===== config.mk =====
export PLATFORM = sky130hd
export DESIGN_NAME = vram_blit_arb
export DESIGN_NICKNAME = d
export VERILOG_FILES = /design/src/rtl/tank_pkg.sv /design/src/rtl/blit_addr_gen.sv /design/src/rtl/vram_blit_arb.sv
export SDC_FILE = /design/constraint.sdc
export NUM_CORES = 1
export LEC_CHECK = 0
export ABC_CLOCK_PERIOD_IN_PS = 3300
export CORE_MARGIN = 3
export CORE_UTILIZATION = 25
export CTS_BUF_LIST = sky130_fd_sc_hd__clkbuf_8 sky130_fd_sc_hd__clkbuf_16
export DETAILED_ROUTE_END_ITERATION = 8
export PLACE_DENSITY = 0.44
export RECOVER_POWER = 25
export SETUP_SLACK_MARGIN = 0.3
export SLEW_MARGIN = 30
export SYNTH_ARGS = -nofsm -noshare
export SYNTH_HDL_FRONTEND = slang
export SYNTH_SLANG_ARGS = --single-unit
export TNS_END_PERCENT = 30

===== constraint.sdc =====
create_clock -name clk -period 3.3 [get_ports clk]
set_clock_uncertainty 0.2 [all_clocks]
set_input_delay 0.33 -clock clk [delete_from_list [all_inputs] [get_ports clk]]
set_output_delay 0.33 -clock clk [all_outputs]
set_load 0.03 [all_outputs]

===== src/rtl/tank_pkg.sv =====
// ---------------------------------------------------------------------------
// tank_pkg
// Shared definitions for the VRAM arbiter / tile blitter.
//   - Bus widths for VRAM, Source_RAM, pixels and tile dimensions.
//   - Default screen stride and transparent key colour.
//   - Blitter FSM state encoding and VRAM owner encoding.
//   - key_match(): transparent-pixel test used by the blitter.
// ---------------------------------------------------------------------------
package tank_pkg;

    localparam int VADDR_W = 19;   // VRAM address width
    localparam int SADDR_W = 14;   // Source_RAM address width
    localparam int PIX_W   = 12;   // RGB444 pixel
    localparam int DIM_W   = 6;    // tile width/height minus 1

    localparam int               SCREEN_W_DEF  = 640;
    localparam logic [PIX_W-1:0] KEY_COLOR_DEF = 12'h000;

    // Blitter FSM: one pixel is read (RD), the read latency absorbed (LAT)
    // and the pixel written (WR); DONE is the single-cycle completion state.
    typedef enum logic [2:0] {
        BLIT_IDLE = 3'd0,
        BLIT_RD   = 3'd1,
        BLIT_LAT  = 3'd2,
        BLIT_WR   = 3'd3,
        BLIT_DONE = 3'd4
    } blit_state_e;

    // Who drives the VRAM port in a given cycle.
    typedef enum logic [1:0] {
        OWN_NONE = 2'd0,
        OWN_VGA  = 2'd1,
        OWN_CPU  = 2'd2,
        OWN_BLIT = 2'd3
    } vram_owner_e;

    // A pixel is skipped only when keying is enabled and it equals the key.
    function automatic logic key_match(input logic             key_en,
                                       input logic [PIX_W-1:0] pix,
                                       input logic [PIX_W-1:0] key);
        return key_en && (pix == key);
    endfunction

endpackage


===== src/rtl/blit_addr_gen.sv =====
// ---------------------------------------------------------------------------
// blit_addr_gen
// Source/destination pointer and row/column counters for one tile copy.
// The source tile is packed (stride = tile width), the destination uses the
// screen stride. All arithmetic wraps (2^14 source, 2^19 VRAM).
//
// Ports:
//   clk, rst     clock, synchronous active-high reset (clears everything)
//   load         latch base addresses and dimensions, reset counters
//   step         one pixel finished; advance pointers
//   src_base     Source_RAM base of the tile
//   dst_base     VRAM address of the tile's top-left pixel
//   width_m1     tile width minus 1
//   height_m1    tile height minus 1
//   src_ptr      current Source_RAM address
//   dst_ptr      current VRAM address
//   last_pixel   current pixel is the bottom-right one of the tile
// ---------------------------------------------------------------------------
module blit_addr_gen
    import tank_pkg::*;
#(
    parameter int SCREEN_W = SCREEN_W_DEF
) (
    input  logic               clk,
    input  logic               rst,
    input  logic               load,
    input  logic               step,
    input  logic [SADDR_W-1:0] src_base,
    input  logic [VADDR_W-1:0] dst_base,
    input  logic [DIM_W-1:0]   width_m1,
    input  logic [DIM_W-1:0]   height_m1,
    output logic [SADDR_W-1:0] src_ptr,
    output logic [VADDR_W-1:0] dst_ptr,
    output logic               last_pixel
);

    localparam logic [VADDR_W-1:0] STRIDE = VADDR_W'(SCREEN_W);

    logic [VADDR_W-1:0] row_base;
    logic [DIM_W-1:0]   col_cnt;
    logic [DIM_W-1:0]   row_cnt;
    logic [DIM_W-1:0]   width_q;
    logic [DIM_W-1:0]   height_q;
    logic               row_end;

    assign row_end    = (col_cnt == width_q);
    assign last_pixel = row_end && (row_cnt == height_q);

    always_ff @(posedge clk) begin
        if (rst) begin
            src_ptr  <= '0;
            dst_ptr  <= '0;
            row_base <= '0;
            col_cnt  <= '0;
            row_cnt  <= '0;
            width_q  <= '0;
            height_q <= '0;
        end else if (load) begin
            src_ptr  <= src_base;
            dst_ptr  <= dst_base;
            row_base <= dst_base;
            col_cnt  <= '0;
            row_cnt  <= '0;
            width_q  <= width_m1;
            height_q <= height_m1;
        end else if (step) begin
            src_ptr <= src_ptr + 1'b1;
            if (row_end) begin
                // Next row starts one screen line below the current row start.
                col_cnt  <= '0;
                row_cnt  <= row_cnt + 1'b1;
                dst_ptr  <= row_base + STRIDE;
                row_base <= row_base + STRIDE;
            end else begin
                col_cnt <= col_cnt + 1'b1;
                dst_ptr <= dst_ptr + 1'b1;
            end
        end
    end

endmodule


===== src/rtl/vram_blit_arb.sv =====
// ---------------------------------------------------------------------------
// vram_blit_arb
// Single-port VRAM arbiter with a tile blitter. Each cycle exactly one
// master owns the port, fixed priority VGA > CPU > blitter.
//
// Handshakes:
//   cpu_req is a level held until cpu_ack; cpu_ack pulses in the cycle the
//   write is placed on the port (same cycle as the grant). blit_start is a
//   one-cycle pulse honoured only while idle; blit_done pulses for one cycle
//   after the last pixel. Source_RAM data returns one clk after source_addr.
//
// Ports:
//   clk, rst                  clock, synchronous active-high reset
//   vga_rdn, vga_addr         VGA scan-out read (active-low strobe)
//   cpu_req/addr/wdata/ack    CPU pixel write
//   blit_start/src/dst/w/h    tile copy request (w/h are size minus 1)
//   blit_key_en               skip KEY_COLOR pixels
//   blit_busy, blit_done      copy status
//   source_addr, source_out   Source_RAM read port
//   vram_addr/we/data_in      VRAM port
//   dbg_state                 blitter FSM state (blit_state_e encoding)
// ---------------------------------------------------------------------------
module vram_blit_arb
    import tank_pkg::*;
#(
    parameter int               SCREEN_W  = SCREEN_W_DEF,
    parameter logic [PIX_W-1:0] KEY_COLOR = KEY_COLOR_DEF
) (
    input  logic               clk,
    input  logic               rst,
    input  logic               vga_rdn,
    input  logic [VADDR_W-1:0] vga_addr,
    input  logic               cpu_req,
    input  logic [VADDR_W-1:0] cpu_addr,
    input  logic [PIX_W-1:0]   cpu_wdata,
    output logic               cpu_ack,
    input  logic               blit_start,
    input  logic [SADDR_W-1:0] blit_src,
    input  logic [VADDR_W-1:0] blit_dst,
    input  logic [DIM_W-1:0]   blit_w,
    input  logic [DIM_W-1:0]   blit_h,
    input  logic               blit_key_en,
    output logic               blit_busy,
    output logic               blit_done,
    output logic [SADDR_W-1:0] source_addr,
    input  logic [PIX_W-1:0]   source_out,
    output logic [VADDR_W-1:0] vram_addr,
    output logic               vram_we,
    output logic [PIX_W-1:0]   vram_data_in,
    output logic [2:0]         dbg_state
);

    blit_state_e        state;
    logic [PIX_W-1:0]   pix_q;
    logic               key_en_q;
    logic               busy_q;
    logic               done_q;

    logic [SADDR_W-1:0] src_ptr;
    logic [VADDR_W-1:0] dst_ptr;
    logic               last_pixel;
    logic               ag_load;
    logic               ag_step;

    logic               key_skip;
    logic               blit_grant;
    logic               wr_fire;
    vram_owner_e        owner;

    // ------------------------------------------------------------------
    // WR completion: a keyed pixel finishes without touching the port;
    // otherwise the blitter needs the port free of both VGA and CPU.
    // ------------------------------------------------------------------
    assign key_skip   = key_match(key_en_q, pix_q, KEY_COLOR);
    assign blit_grant = vga_rdn && !cpu_req;
    assign wr_fire    = (state == BLIT_WR) && (key_skip || blit_grant);

    assign ag_load = (state == BLIT_IDLE) && blit_start;
    assign ag_step = wr_fire;

    blit_addr_gen #(
        .SCREEN_W (SCREEN_W)
    ) u_addr_gen (
        .clk        (clk),
        .rst        (rst),
        .load       (ag_load),
        .step       (ag_step),
        .src_base   (blit_src),
        .dst_base   (blit_dst),
        .width_m1   (blit_w),
        .height_m1  (blit_h),
        .src_ptr    (src_ptr),
        .dst_ptr    (dst_ptr),
        .last_pixel (last_pixel)
    );

    // ------------------------------------------------------------------
    // Blitter FSM with registered status outputs.
    // ------------------------------------------------------------------
    always_ff @(posedge clk) begin
        if (rst) begin
            state    <= BLIT_IDLE;
            pix_q    <= '0;
            key_en_q <= 1'b0;
            busy_q   <= 1'b0;
            done_q   <= 1'b0;
        end else begin
            case (state)
                BLIT_IDLE: begin
                    if (blit_start) begin
                        state    <= BLIT_RD;
                        key_en_q <= blit_key_en;
                        busy_q   <= 1'b1;
                    end
                end
                BLIT_RD: begin
                    state <= BLIT_LAT;
                end
                BLIT_LAT: begin
                    pix_q <= source_out;
                    state <= BLIT_WR;
                end
                BLIT_WR: begin
                    // Without a grant WR simply holds; pointers only move on wr_fire.
                    if (wr_fire) begin
                        if (last_pixel) begin
                            state  <= BLIT_DONE;
                            done_q <= 1'b1;
                        end else begin
                            state <= BLIT_RD;
                        end
                    end
                end
                BLIT_DONE: begin
                    state  <= BLIT_IDLE;
                    busy_q <= 1'b0;
                    done_q <= 1'b0;
                end
                default: begin
                    state  <= BLIT_IDLE;
                    busy_q <= 1'b0;
                    done_q <= 1'b0;
                end
            endcase
        end
    end

    // Status is forced low while reset is held so an aborted copy never
    // shows busy or done in the reset cycle itself.
    assign blit_busy   = busy_q && !rst;
    assign blit_done   = done_q && !rst;
    assign source_addr = src_ptr;
    assign dbg_state   = state;

    // ------------------------------------------------------------------
    // Port arbitration: VGA > CPU > blitter, purely combinational so the
    // VGA path and the CPU grant add no latency.
    // ------------------------------------------------------------------
    always_comb begin
        owner = OWN_NONE;
        if (!rst) begin
            if (!vga_rdn) begin
                owner = OWN_VGA;
            end else if (cpu_req) begin
                owner = OWN_CPU;
            end else if ((state == BLIT_WR) && !key_skip) begin
                owner = OWN_BLIT;
            end
        end
    end

    always_comb begin
        vram_addr    = vga_addr;
        vram_we      = 1'b0;
        vram_data_in = '0;
        cpu_ack      = 1'b0;
        case (owner)
            OWN_CPU: begin
                vram_addr    = cpu_addr;
                vram_data_in = cpu_wdata;
                vram_we      = 1'b1;
                cpu_ack      = 1'b1;
            end
            OWN_BLIT: begin
                vram_addr    = dst_ptr;
                vram_data_in = pix_q;
                vram_we      = 1'b1;
            end
            default: begin
                vram_addr    = vga_addr;
                vram_we      = 1'b0;
                vram_data_in = '0;
                cpu_ack      = 1'b0;
            end
        endcase
    end

endmodule


==> results of run 1 <==
-- worst paths after layout --
kind	start	to	slack, ns	depth (start not counted)
setup / recovery	pix_q[11]	vram_we	0.48	6
hold / removal	u_addr_gen.row_base[0]	u_addr_gen.row_base[0]	0.25	2
setup reg to reg	pix_q[11]	u_addr_gen.dst_ptr[1]	0.76	7
hold reg to reg	u_addr_gen.row_base[0]	u_addr_gen.row_base[0]	0.25	2
-- per-layer routing --
metal  global-route usage  vias to the layer above  share of wire  wire (um)
met5                    0                        -              0          0
met4              0.04306                        0          0.011        193
met3              0.03010                       11          0.072       1327
met2               0.2539                      176           0.44       8042
met1               0.2222                     2524           0.48       8812
li1                     -                     2667              -          -
-- through the flow --
| stage | setup slack [ns] | area (sq um) |
|---|---|---|
| after floorplan | 0.3451 | 5228 |
| after global placement | 0.4247 | 7141 |
| after detailed placement | 0.4133 | 7141 |
| after CTS | 0.3890 | 7428 |
| after global routing | 0.3121 | 7430 |
| final | 0.4783 | 7430 |
-- report_power, final --
group          leakage (nW)  total (mW)  switching, mW  internal, mW
combinational          1.76       0.989          0.546         0.443
clock                 0.137       0.991          0.477         0.514
sequential            0.769        1.36          0.122          1.24
total                  2.67        3.34           1.15          2.20
-- sequential cells by signal (all words and copies together), names as in the netlist --
name and cells:
busy_q 1, dbg_state 3, done_q 1, key_en_q 1
pix_q 12, u_addr_gen.col_cnt 6, u_addr_gen.dst_ptr 19, u_addr_gen.height_q 6
u_addr_gen.row_base 19, u_addr_gen.row_cnt 6, u_addr_gen.src_ptr 14, u_addr_gen.width_q 6
-- placed cells by master (no fill, tap or decap), types with 14 or more instances in the layout --
cell type,count
mux2i_1,15
buf_4,49
nand3_1,22
inv_1,29
xnor2_1,26
a21oi_1,51
nor3_1,20
a211oi_1,14
nor2_1,63
xor2_1,21
o21ai_0,17
nand2_1,92
a222oi_1,19
clkdlybuf4s50_1,130
dfxtp_1,93
-- worst min-delay path: stages, from the launching register on --
cell and delay (ns):
dfxtp_1 0.31, nand2_1 0.05, a21oi_1 0.05
-- area by class of cell --
cell class / count / area, sq um / share of cell area
flip-flops and latches: 94 / 1883 / 0.2535
repair buffers: 187 / 1758 / 0.2366
inverters: 28 / 105.1 / 0.01415
multi-input cells: 484 / 3069 / 0.4131
well taps: 270 / 337.8 / 0.04547
clock inverters: 7 / 51.30 / 0.006905
clock buffers: 9 / 225.2 / 0.03031
-- cells by family after synthesis --
group                      count (synthesis)  synth area share
AOI/OAI and AO/OA                        173            0.2434
adders and majority gates                  5           0.01197
and+or+nand+nor                          244            0.2202
buffers and inverters                     74           0.05697
muxes                                     15           0.02872
xor gates and xnor gates                  47           0.07875
DFF                                       94            0.3600
-- repair_timing --
action / 4_1_cts / 5_1_grt
endpoints found under the setup margin: 20 / 7
pin swaps: 1 / 1
setup buffers: 1 / 0
hold buffers: 0 / 0
resized for setup: 2 / 2
==> impl_metrics.env, run 1 <==
export IMPL_die_w_um=150.6
export IMPL_area_delta_synth_final_pct=42.13
export IMPL_antenna_cells=0
export IMPL_worstPathArrival_ns=2.29
export IMPL_die_area_sq_um=22680
export IMPL_ant_nets=0
export IMPL_first_pass_iters=5
export IMPL_synth_edf_count=0
export IMPL_status="finished with violations"
export IMPL_crit_path_end_kind="output pin"
export IMPL_cts_tree="done"
export IMPL_ys_top_cells_by_area="dfxtp_1 (36%), nand2_1 (6.6%), a21oi_1 (4.9%)"
export IMPL_final_util=0.3648
export IMPL_die_h_um=150.6
export IMPL_routed_wl_um=18380
export IMPL_cellLeakagePower_nw=2.667
export IMPL_row_count=52
export IMPL_ys_seq_elements=94
export IMPL_ys_warn_count=0
export IMPL_h_tree_depth=3
export IMPL_syn_area_per_cell_sq_um=8.018
export IMPL_routedWlPerCell_um=17.03
export IMPL_slew_headroom=-0.2399
export IMPL_cp_slowest_cell="clkdlybuf4s50_1"
export IMPL_slew_violations=85
export IMPL_max_clock_freq_ghz=0.3544
export IMPL_clk_insertion_delay_late_ns=0.35
export IMPL_clock_sinks=94
export IMPL_core_area_sq_um=20360
export IMPL_io_buffers=164
export IMPL_async_flop_share=0
export IMPL_gp_congestion=0.7980
export IMPL_power_per_cell_area_nw_per_um2=449.6
export IMPL_yosysSeqAreaShare=0.3600
export IMPL_maxCapViolations=1
export IMPL_synth_most_common_cell="dfxtp_1"
export IMPL_vias_per_cell=4.984
export IMPL_root_buffer="clkbuf_16"
export IMPL_timing_final_crit_share=0.8551
export IMPL_grt_max_degree=85
export IMPL_stdcell_count=1079
export IMPL_power_mw=3.341
export IMPL_finalSetupViolations=0
export IMPL_synth_commonest_cells="dfxtp_1 (94), nand2_1 (92), nor2_1 (63), a21oi_1 (51), inv_1 (28)"
export IMPL_crit_path_max_incr_delay_ns=0.60
export IMPL_holdWs_ns=0.2491
export IMPL_critPathBufInv=2
export IMPL_drive_gt1_frac=0.1063
export IMPL_crit_chain="nor4_4, nand4_4, nor2b_1, o21ai_1, inv_1, clkdlybuf4s50_1"
export IMPL_synth_fp_nets=770
export IMPL_final_nets=922
export IMPL_critical_path_max_fanout=4
export IMPL_ir_drop_mv=0.2421
export IMPL_synth_cell_types=61
export IMPL_rsz0062_at_grt="false"
export IMPL_min_path_type="flip-flop to flip-flop"
export IMPL_vias=5378
export IMPL_synthFlopType="dfxtp_1"
export IMPL_cp_start_kind="flip-flop"
export IMPL_critPathRequiredTime_ns=2.77
export IMPL_critPathTopFamily="buffers and inverters"
export IMPL_start_util=0.2567
export IMPL_grt_pass1_wl_um=28680
export IMPL_gr_total_overflow=0
export IMPL_numCtsBuffers=9
export IMPL_violations="capacitance limit, slew limit"
export IMPL_clock_path_buffers=2
export IMPL_synthCells=652
export IMPL_hpwlAfterDp_um=13720
export IMPL_period_minus_slack_ns=2.822
export IMPL_yosysTopAreaCell="dfxtp_1"
export IMPL_syn_area_sq_um=5228
export IMPL_drc=0
export IMPL_grt_antenna_before_repair=0
export IMPL_worstMarginPinSlew_ns=1.860
export IMPL_synth_top_area_share=0.3600
export IMPL_drt_initial_drc_count=317
export IMPL_fillers=2127
export IMPL_setup_tns_ns=0
export IMPL_grtUsageTotal=0.1597
export IMPL_hold_violations=0
export IMPL_place_inst=1062
export IMPL_num_io_pins=165
export IMPL_first_global_vias=5256
export IMPL_path_clk_slew_ns=0.07
export IMPL_worstSetupPathType="flip-flop to output pin"
Power figures use the tool's default switching activity.
==> inputs of run 2 (changes only) <==
--- a/config.mk
+++ b/config.mk
@@ -5,6 +5,7 @@
 export SDC_FILE = /design/constraint.sdc
 export NUM_CORES = 1
 export LEC_CHECK = 0
+export ABC_AREA = 0
 export ABC_CLOCK_PERIOD_IN_PS = 3300
 export CORE_MARGIN = 3
 export CORE_UTILIZATION = 25
==> results of run 2 <==
No change in the layout: final DEF, timing and power equal those of run 1.
